## src/rtl/rf_wport_arbiter.sv

```systemverilog
// rf_wport_arbiter
// Shares the single general-register-file write port between two requesters:
//   - the in-order writeback stage (normally wins),
//   - the long-latency unit completion path, captured in a one-entry buffer.
// The winning write is registered once and fanned out to the register file,
// the ID-stage forwarding bus and the debug trace port.
//
// Optional feature (compile-time macro RF_ARB_STARVE_EN):
//   defined   -> a starvation counter forces the buffered entry through after
//                STARVE_MAX consecutive lost cycles by stalling writeback.
//   undefined -> no counter; wb_ready is constant 1 and the buffer drains only
//                in cycles without a writeback register write.
//
// Ports:
//   clk, reset            clock, asynchronous active-high reset
//   wb_valid/we/dest/wdata/pc, wb_ready   writeback request and acceptance
//   lu_valid/dest/wdata/pc, lu_ready      long-latency valid/ready handshake
//   rf_we/rf_waddr/rf_wdata                registered register-file write
//   fwd_bus                                {rf_we, rf_waddr, rf_wdata}
//   debug_wb_pc/rf_we/rf_wnum/rf_wdata     registered debug trace
module rf_wport_arbiter #(
    parameter int unsigned STARVE_MAX = 4
) (
    input  logic        clk,
    input  logic        reset,
    input  logic        wb_valid,
    input  logic        wb_we,
    input  logic [4:0]  wb_dest,
    input  logic [31:0] wb_wdata,
    input  logic [31:0] wb_pc,
    output logic        wb_ready,
    input  logic        lu_valid,
    input  logic [4:0]  lu_dest,
    input  logic [31:0] lu_wdata,
    input  logic [31:0] lu_pc,
    output logic        lu_ready,
    output logic        rf_we,
    output logic [4:0]  rf_waddr,
    output logic [31:0] rf_wdata,
    output logic [37:0] fwd_bus,
    output logic [31:0] debug_wb_pc,
    output logic [3:0]  debug_wb_rf_we,
    output logic [4:0]  debug_wb_rf_wnum,
    output logic [31:0] debug_wb_rf_wdata
);

    if (STARVE_MAX < 1 || STARVE_MAX > 7) begin : g_starve_max_check
        $error("rf_wport_arbiter: STARVE_MAX must be in 1..7");
    end

    typedef enum logic {EMPTY, FULL} buf_state_t;

    buf_state_t  state, state_nxt;
    logic [4:0]  buf_dest;
    logic [31:0] buf_wdata;
    logic [31:0] buf_pc;
    logic        buf_dead;     // captured alongside a same-dest writeback: never written

    logic        wb_use;
    logic        buf_live;
    logic        lu_fire;
    logic        force_buf;
    logic        grant_wb;
    logic        grant_buf;
    logic        squash;
    logic [31:0] rf_pc;

    assign wb_use   = wb_valid && wb_we && (wb_dest != 5'd0);
    assign buf_live = (state == FULL) && !buf_dead;
    // Ready comes from registered state only, so there is no lu_valid -> lu_ready path.
    assign lu_ready = (state == EMPTY) && !reset;
    assign lu_fire  = lu_valid && lu_ready;

`ifdef RF_ARB_STARVE_EN
    localparam logic [2:0] STARVE_LIMIT = 3'(STARVE_MAX);

    logic [2:0] starve_cnt, starve_cnt_nxt;

    assign force_buf = buf_live && (starve_cnt == STARVE_LIMIT) && wb_valid;

    // The counter only measures losses of a live entry; any exit clears it.
    always_comb begin
        starve_cnt_nxt = starve_cnt;
        if (!buf_live || grant_buf || squash) begin
            starve_cnt_nxt = 3'd0;
        end else if (grant_wb && starve_cnt != STARVE_LIMIT) begin
            starve_cnt_nxt = starve_cnt + 3'd1;
        end
    end

    always_ff @(posedge clk or posedge reset) begin
        if (reset) begin
            starve_cnt <= 3'd0;
        end else begin
            starve_cnt <= starve_cnt_nxt;
        end
    end
`else
    assign force_buf = 1'b0;
`endif

    // Arbitration and buffer next-state.
    always_comb begin
        // NOTE: every output of a combinational block gets a default first, so no path leaves it unassigned and no latch is inferred.
        state_nxt = state;
        grant_wb  = 1'b0;
        grant_buf = 1'b0;
        squash    = 1'b0;
        wb_ready  = 1'b1;

        if (force_buf) begin
            wb_ready  = 1'b0;
            grant_buf = 1'b1;
            state_nxt = EMPTY;
        end else if (wb_use) begin
            grant_wb = 1'b1;
            // Newer writeback to the same register makes the buffered value obsolete.
            if (buf_live && buf_dest == wb_dest) begin
                squash    = 1'b1;
                state_nxt = EMPTY;
            end
        end else if (buf_live) begin
            grant_buf = 1'b1;
            state_nxt = EMPTY;
        end

        if (state == FULL && buf_dead) begin
            state_nxt = EMPTY;
        end

        // Capture is only possible from EMPTY; destination 0 is dropped here.
        if (lu_fire && lu_dest != 5'd0) begin
            state_nxt = FULL;
        end
    end

    always_ff @(posedge clk or posedge reset) begin
        // NOTE: sequential state uses non-blocking assignments so every register samples pre-edge values regardless of statement order.
        if (reset) begin
            state <= EMPTY;
        end else begin
            state <= state_nxt;
        end
    end

    // NOTE: payload registers carry no reset; they are only observed while state is FULL, which reset clears.
    always_ff @(posedge clk) begin
        if (lu_fire) begin
            buf_dest  <= lu_dest;
            buf_wdata <= lu_wdata;
            buf_pc    <= lu_pc;
            buf_dead  <= wb_use && (wb_dest == lu_dest);
        end
    end

    // Registered write toward the register file; fields hold when idle.
    always_ff @(posedge clk or posedge reset) begin
        if (reset) begin
            rf_we    <= 1'b0;
            rf_waddr <= 5'd0;
            rf_wdata <= 32'd0;
            rf_pc    <= 32'd0;
        end else if (grant_wb) begin
            rf_we    <= 1'b1;
            rf_waddr <= wb_dest;
            rf_wdata <= wb_wdata;
            rf_pc    <= wb_pc;
        end else if (grant_buf) begin
            rf_we    <= 1'b1;
            rf_waddr <= buf_dest;
            rf_wdata <= buf_wdata;
            rf_pc    <= buf_pc;
        end else begin
            rf_we    <= 1'b0;
        end
    end

    assign fwd_bus           = {rf_we, rf_waddr, rf_wdata};
    assign debug_wb_pc       = rf_pc;
    assign debug_wb_rf_we    = {4{rf_we}};
    assign debug_wb_rf_wnum  = rf_waddr;
    assign debug_wb_rf_wdata = rf_wdata;

endmodule

```

## config.mk

```make
export PLATFORM = sky130hd
export DESIGN_NAME = rf_wport_arbiter
export DESIGN_NICKNAME = d
export VERILOG_FILES = /design/src/rtl/rf_wport_arbiter.sv
export SDC_FILE = /design/constraint.sdc
export NUM_CORES = 1
export LEC_CHECK = 0
export ABC_AREA = 1
export BUFFER_PORTS_ARGS = -buffer_cell sky130_fd_sc_hd__buf_2
export CORE_MARGIN = 10
export CORE_UTILIZATION = 31
export CTS_CLUSTER_SIZE = 24
export DETAILED_ROUTE_END_ITERATION = 16
export HOLD_SLACK_MARGIN = 0.05
export PLACE_DENSITY = 0.64
export SETUP_SLACK_MARGIN = 0.2
export SLEW_MARGIN = 0
export SYNTH_ARGS = -nofsm -noshare
export SYNTH_HDL_FRONTEND = slang
export SYNTH_SLANG_ARGS = --single-unit
```

## constraint.sdc

```tcl
create_clock -name clk -period 6.5 [get_ports clk]
set_clock_uncertainty 0.1 [all_clocks]
set_input_delay 0.325 -clock clk [delete_from_list [all_inputs] [get_ports clk]]
set_output_delay 0.325 -clock clk [all_outputs]
set_load 0.01 [all_outputs]
```

==> results.cfg, run 1 <==
[worst_hold_path]
min_from = wb_dest[2]
min_delay_path_depth = 3
hold_path_end = debug_wb_rf_wnum[2]$_DFFE_PP0P_
min_path_type = in -> reg

[yosys]
synth.distinct_cells = 25
ys_ff_latch = 141
synthTopCellsByArea = edfxtp_1, dfrtp_1, nand3_2
synth_top_area_share_pct = 30.3
synth_top_cell_by_area = edfxtp_1
yosysWarnings = 0
synth_area_um2 = 6930
synth-seq-area-share_pct = 56.0
postSynthNetCount = 733
synth_cells = 590
synth_area_per_cell_um2 = 11.7

[outcome]
status = finished, final reports clean

[layout]
fin_cells = 1220
area_delta_synth_final_pct = 41.0
postLayoutCoreUtil_pct = 44.6
fill_cells = 2038
layout_common_cells = buf_2, dlygate4sd3_1, nand3_1, nand3_2, dfrtp_1
layout_commonest_cell = buf_2
nNetsFinal = 1065
drive_above_1_share_pct = 47.8

[pwr]
p_leak_nw = 4.57
powerDensity_nw_per_um2 = 267
ir_worst_vdd_mv = 0.142

[die]
core_area_um2 = 21900
start_util_pct = 31.6
rows = 54
io_pins = 294
die_y_um = 169
fp.dieArea_um2 = 28700
die_x_um = 169

[grt]
grt_max_degree = 92
grt_pass1_wl_mm = 32.1
grt_pass1_vias = 5883
track_usage_pct = 13.9
antenna_found_initial = 4
grt_overflow = 0

[placement]
gp_congestion = 0.726
dpl_worst_slack_ps = 3840
port_buffers = 292
place_inst = 1050
dpl.hpwl_mm = 12.9

[sta]
period_needed_ps = 2630
hold_violations = 0
slew_viol_final = 0
rsz0062_at_grt = false
finalSetupViolations = 0
max_freq_ghz = 0.380
slew_headroom_pct = 28.0
timing.final.crit_share_pct = 40.5
finalWorstSetupSlack_ps = 3870
tns_ps = 0
worst_slew_pin_slew_ps = 1080

[route]
drc = 0
ant_nets = 0
routed_wl_mm = 20.0
wl_per_cell_um = 16.4
vias = 5384
firstDrtPassIters = 4
vias_per_cell = 4.41
drt_iter0_drc = 275

[critical_path]
arrival_ps = 2810
timing.rr.start = state$_DFFE_PP0P_
crit_fanout = 71
r2r_cells = 6
worstSetupEndpointType = flop
rrSetupSlack_ps = 3870
worst-setup-path-type = reg -> reg
r2r-end = debug_wb_rf_wdata[4]$_DFFE_PP0P_
cp_data_required_time_ps = 6680
start_kind = flop

[clocking]
numCtsBuffers = 17
cts-root-buf = clkbuf_16
cts.reportedPaths.clkPinSlew_ps = 60
cts.path.max_buffers = 2
post_cts_resize_count = 0
cts_tree = built
clock_latency_ps = 410
cts_max_level = 4
clkSinkCount = 141

[flow_run]
maxCapViolations = 0
## worst max path at each step
stage | from | end | slack (ps) | depth (start not counted)
4_1_cts | state$_DFFE_PP0P_ | debug_wb_rf_wdata[1]$_DFFE_PP0P_ | 3830 | 6
5_1_grt | state$_DFFE_PP0P_ | debug_wb_pc[30]$_DFFE_PP0P_ | 3640 | 6
6_report | state$_DFFE_PP0P_ | debug_wb_rf_wdata[4]$_DFFE_PP0P_ | 3870 | 6
2_1_floorplan | state$_DFFE_PP0P_ | state$_DFFE_PP0P_ | 2670 | 3
3_5_place_dp | state$_DFFE_PP0P_ | debug_wb_rf_wdata[3]$_DFFE_PP0P_ | 3840 | 6
3_3_place_gp | buf_dead$_DFFE_PP_ | debug_wb_rf_wdata[2]$_DFFE_PP0P_ | 3860 | 5
## worst max-delay path, stage by stage, from the launching register on
cell and delay, ps:
dfrtp_1 430, inv_2 90, nor2_8 70, buf_4 760, inv_4 640, nand3_1 310, nand3_2 80
## stage by stage
step	hold slack, ps	power [W]	area [um^2]
floorplan	324	0.00145	6930
finish	125	0.00260	9770
global placement	372	0.00158	7830
CTS	96.4	0.00265	9750
detailed placement	381	0.00158	7830
global route	112	0.00274	9760
## power by group
part	internal [W]	switching (W)
combinational	0.000240	0.000278
sequential	0.00103	0.0000696
clock	0.000603	0.000381
## Yosys cell counts
library cell and count:
buf_2 18, nand2_1 68, edfxtp_1 70, dfrtp_1 71
nand3b_1 1, nor2_2 1, conb_1 1, xor2_1 4
nand2_4 1, inv_4 1, nor3b_1 1, inv_2 3
nor2_1 12, buf_6 3, buf_12 10, nand2_2 20
bufbuf_8 1, nand3_1 116, inv_1 9, nand3_2 91
xnor2_1 2, o21ai_0 1, buf_4 82, nor2_8 1
clkbuf_1 2
## area by class of cell
type,count,area [um^2],share of cell area (%)
tap,280,350,3.59
antenna,5,12.5,0.128
inverter,13,55.1,0.564
clock inverter,15,170,1.74
multi-input combinational,320,2050,21.0
sequential,141,3880,39.7
timing repair buffer,429,2820,28.9
clock buffer,17,425,4.36
## layer usage
layer	global-route usage [%]	vias to the layer above	share of wire, %
met5	0	-	0.065
met4	3.68	2	1.1
met3	6.37	15	9.7
met2	24.0	202	50
met1	15.0	2547	39
li1	-	2618	-
## kinds of logic after synthesis
family                    after synthesis  share of synthesized area [%]
AOI/OAI and AO/OA                       1                         0.0722
xor gates and xnor gates                6                          0.759
buffers and inverters                 129                           14.7
DFF                                   141                           56.0
other                                   1                         0.0541
and+or+nand+nor                       312                           28.4
## timing repair
item / CTS / global route
endpoints found under the setup margin: 0 / 0
setup buffers: 0 / 0
endpoints found under the hold margin: 133 / 0
hold buffers: 133 / 0
## state kept, by name (all words and copies together) (netlist names)
signal,count
buf_dead,1
buf_dest,5
buf_pc,32
buf_wdata,32
debug_wb_pc,32
debug_wb_rf_wdata,32
debug_wb_rf_wnum,5
rf_we,1
state,1
No activity file was read; power rests on OpenSTA's default activity.
==> inputs of run 2 (changes only) <==
- PLACE_DENSITY: 0.64 -> 0.62
- clock period: 6.5 -> 2.6 ns (I/O delays scaled with it)
==> run 2 against run 1 <==
Clock power grew 150%. Fmax rose by 33%. Core utilization up 0.71 points. First-iteration DRC count is 1.8% higher. Global-route usage increased by 0.20 points. Sequential share of layout area is 0.62 points lower. Sequential cell count did not move. Wire length grew 2.0%. Hold slack gained 8.3 ps. Design area increased by 1.6%. Power increased by 150%. Largest cell class unchanged. Largest power group unchanged.
==> results.cfg, run 2 (same netlist as run 1, synthesis figures left out) <==
[grt]
grt_max_degree = 72
grt_pass1_vias = 5915
grt_pass1_wl_mm = 32.3
grtUsageMet1_pct = 15.6
busiest_layer = met2
antenna_found_initial = 0
track_usage_pct = 14.1
met3_usage_pct = 5.86
use_met2_pct = 24.0
grt_overflow = 0

[clocking]
clock_latency_ps = 410
ctsHoldBuffers = 139
numCtsBuffers = 17
clkSinkCount = 141
cts.path.max_buffers = 2
cts-root-buf = clkbuf_16
post_cts_resize_count = 0
postCtsSetupRepairBufs = 0
cts_max_level = 4
cts.reportedPaths.clkPinSlew_ps = 60
cts_tree = built

[die]
fp.dieArea_um2 = 28700
io_pins = 294
start_util_pct = 31.6
core_area_um2 = 21900
die_x_um = 169
rows = 54
die_y_um = 169

[layout]
layout_common_cells = buf_2, dlygate4sd3_1, nand3_1, nand3_2, dfrtp_1
multiInputGateArea_um2 = 2050
area_delta_synth_final_pct = 43.2
fill_cells = 2000
fin_cells = 1228
drive_above_1_share_pct = 47.8
ff_latch_area_um2 = 3880
nNetsFinal = 1077
layout_commonest_cell = buf_2

[route]
drc = 0
wl_per_cell_um = 16.6
vias = 5421
vias_per_cell = 4.41
ant_nets = 0
drt_iter0_drc = 280
routed_wl_mm = 20.4
firstDrtPassIters = 4

[placement]
place_inst = 1056
dpl.hpwl_mm = 13.9
gp_congestion = 0.726
port_buffers = 292
dpl_worst_slack_ps = 593

[critical_path]
crit_fanout = 71
crit_chain = nor2_8 > inv_4 > nand3_1 > nand3_2
r2r_cells = 4
worstSetupEndpointType = flop
cp_data_required_time_ps = 2800
start_kind = flop
arrival_ps = 2170
worst-setup-path-type = reg -> reg
cpPeakStageDelay_ps = 480
critPathSlowestCell = inv_4
rrSetupSlack_ps = 620

[sta]
period_needed_ps = 1980
slew_headroom_pct = 28.0
slew_viol_final = 0
worst_slew_pin_slew_ps = 1080
hold_violations = 0
rsz0062_at_grt = false
max_freq_ghz = 0.506
finalSetupViolations = 0
finalWorstSetupSlack_ps = 624
timing.final.crit_share_pct = 76.0

[worst_hold_path]
min_path_type = in -> reg
min_delay_path_depth = 7

[pwr]
p_leak_nw = 4.64
powerDensity_nw_per_um2 = 655
ir_worst_vdd_mv = 0.384
finalPower_w = 0.00650

[outcome]
status = finished, final reports clean

[flow_run]
maxCapViolations = 0
run 2: per-stage QoR:
| step | TNS [ps] | util [%] | cell area (um^2) | hold slack, ps |
|---|---|---|---|---|
| 6_report | 0 | 45.3 | 9920 | 133 |
| 3_3_place_gp | 0 | 36.3 | 7950 | 207 |
| 2_1_floorplan | -11880 | - | 6940 | 129 |
| 4_1_cts | 0 | 45.3 | 9920 | 121 |
| 5_1_grt | 0 | 45.3 | 9920 | 123 |
| 3_5_place_dp | 0 | 36.3 | 7950 | 208 |
run 2: critical path: cells and delay by family, from the launching register on:
| family | cells | cell delay, ps |
|---|---|---|
| and+or+nand+nor | 3 | 770 |
| buffers and inverters | 1 | 480 |
| DFF | 1 | 460 |
run 2: worst paths after layout:
path,from,to
min reg2reg,buf_wdata[30]$_DFFE_PP_,debug_wb_rf_wdata[30]$_DFFE_PP0P_
max reg2reg,buf_dead$_DFFE_PP_,debug_wb_rf_wdata[2]$_DFFE_PP0P_
max in group asynchronous,reset,debug_wb_pc[22]$_DFFE_PP0P_
min in group asynchronous,reset,debug_wb_rf_wdata[15]$_DFFE_PP0P_
max,buf_dead$_DFFE_PP_,debug_wb_rf_wdata[2]$_DFFE_PP0P_
min,wb_valid,debug_wb_rf_wnum[3]$_DFFE_PP0P_
run 2: where the power goes:
group,internal [W],leakage (nW),switching (W)
Clock,0.00144,0.282,0.000979
Sequential,0.00258,1.53,0.000176
Combinational,0.000623,2.83,0.000703
run 2: routing by layer:
layer  vias up  wire, um
met5         -         0
met4         0       288
met3        22      1900
met2       212     10200
met1      2549      8090
li1       2638         -
run 2: area by class of cell:
class | count | share of cell area, %
flip-flops and latches | 141 | 39.1
diodes | 1 | 0.0252
inverters | 13 | 0.555
clock inverters | 13 | 1.39
well taps | 280 | 3.53
multi-input cells | 320 | 20.7
repair buffers | 441 | 30.3
clock buffers | 19 | 4.46
==> inputs of run 3 (changes only) <==
- clock period: 2.6 -> 1.82 ns (I/O delays scaled with it)
==> run 3 against run 2 <==
Fmax is 29% higher. Design area is 1.4% higher. Cell count is 0.33% higher. Non-clock buffer count is 5 higher. Hold slack worse by 62 ps. Worst setup slack worse by 340 ps. Clock power is 55% higher. Register-to-register slack worse by 340 ps. Combinational power is 44% higher. First-iteration DRC count is 16% lower. Critical endpoint is now buf_pc[12]$_DFFE_PP_.
==> results.cfg, run 3 (same netlist as run 1, synthesis figures left out) <==
[outcome]
status = finished, final reports clean

[clocking]
numCtsBuffers = 17
cts_max_level = 4
clkSinkCount = 141
cts_tree = built
cts-root-buf = clkbuf_16
clock_latency_ps = 420
cts.reportedPaths.clkPinSlew_ps = 70
cts.path.max_buffers = 2

[flow_run]
maxCapViolations = 0

[grt]
track_usage_pct = 14.5
grt_max_degree = 69
grt_pass1_vias = 6115
grt_pass1_wl_mm = 33.3
antenna_found_initial = 0
grt_overflow = 0

[sta]
period_needed_ps = 1540
timing.final.crit_share_pct = 84.4
finalWorstSetupSlack_ps = 284
slew_headroom_pct = 41.6
tns_ps = 0
whs_ps = 70.7
slew_viol_final = 0
hold_violations = 0
rsz0062_at_grt = false
max_freq_ghz = 0.651
worst_slew_pin_slew_ps = 876
finalSetupViolations = 0

[placement]
placed_area_um2 = 7980
dpl.hpwl_mm = 14.0
port_buffers = 292
dpl_worst_slack_ps = 159
gp_congestion = 0.747

[critical_path]
cp-endpoint = buf_pc[12]$_DFFE_PP_
cp_data_required_time_ps = 1840
r2r-end = buf_pc[12]$_DFFE_PP_
rrSetupSlack_ps = 280
crit_top_cell = buf_12
critPathSlowestCell = dfrtp_1
cpPeakStageDelay_ps = 470
worstSetupEndpointType = flop
timing.rr.start = state$_DFFE_PP0P_
start_kind = flop
crit_chain = nor3b_4 > buf_12 > buf_12
arrival_ps = 1550
r2r_cells = 3
cp-startpoint = state$_DFFE_PP0P_
worst-setup-path-type = reg -> reg
crit_fanout = 37

[route]
ant_nets = 0
wl_per_cell_um = 17.3
vias = 5489
routed_wl_mm = 21.3
firstDrtPassIters = 4
drc = 0
vias_per_cell = 4.46
drt_iter0_drc = 235

[layout]
postLayoutCoreUtil_pct = 45.9
nNetsFinal = 1082
final_cell_area_um2 = 10100
layout_commonest_cell = buf_2
area_delta_synth_final_pct = 45.2
layout_common_cells = buf_2, dlygate4sd3_1, nand3_1, nand3_2, dfrtp_1
drive_above_1_share_pct = 48.2
antennaDiodeCount = 0

[die]
die_x_um = 169
core_area_um2 = 21900
io_pins = 294
start_util_pct = 31.6
die_y_um = 169
fp.dieArea_um2 = 28700
rows = 54

[worst_hold_path]
min_delay_path_depth = 8
min_path_type = in -> reg

[pwr]
powerDensity_nw_per_um2 = 955
ir_worst_vdd_mv = 0.547
p_leak_nw = 4.72
-- run 3: timing repair --
action / CTS / global route
hold buffers: 140 / 0
endpoints found under the hold margin: 211 / 0
cloned: 0 / 1
gates resized for setup: 1 / 3
setup buffers: 0 / 1
endpoints found under the setup margin: 42 / 31
pin swaps: 0 / 1
-- run 3: worst max-delay path: cells and delay by family, from the launching register on --
kind | cells | cell delay, ps
buffers and inverters | 2 | 370
flip-flops | 1 | 470
AND/OR/NAND/NOR | 1 | 260
-- run 3: routing by layer --
metal  vias to the layer above  routed length [um]  GRT usage (%)
li1                       2651                   -              -
met1                      2624                7950           15.1
met2                       202               11200           26.3
met3                        12                1980           6.18
met4                         0                 185           3.53
met5                         -                   0              0
-- run 3: how the worst min path moves through the flow --
stage / end / start / slack (ps)
6_report: state$_DFFE_PP0P_ / wb_dest[1] / 70
5_1_grt: state$_DFFE_PP0P_ / wb_dest[3] / 110
4_1_cts: state$_DFFE_PP0P_ / wb_dest[1] / 50
3_5_place_dp: buf_wdata[4]$_DFFE_PP_ / lu_wdata[4] / 170
3_3_place_gp: buf_pc[4]$_DFFE_PP_ / lu_pc[4] / 170
2_1_floorplan: buf_dest[0]$_DFFE_PP_ / lu_dest[0] / 90
-- run 3: stage by stage --
stage / total power [W] / std cells
after floorplan: 0.00519 / 590
after global placement: 0.00568 / 1058
after detailed placement: 0.00571 / 1058
after CTS: 0.00973 / 1230
after global routing: 0.0101 / 1232
final: 0.00960 / 1232
-- run 3: layout make-up --
cell class | instances | area (um^2)
inverter | 13 | 57.6
multi-input combinational | 320 | 2050
clock buffer | 17 | 425
sequential | 141 | 3880
tap | 280 | 350
timing repair buffer | 446 | 3100
clock inverter | 15 | 198
fill | 2023 | 11800
-- run 3: power breakdown --
group	leakage, nW	switching [W]	internal, W
sequential	1.53	0.000264	0.00368
combinational	2.88	0.00101	0.000911
clock	0.311	0.00153	0.00222
total	4.72	0.00280	0.00681
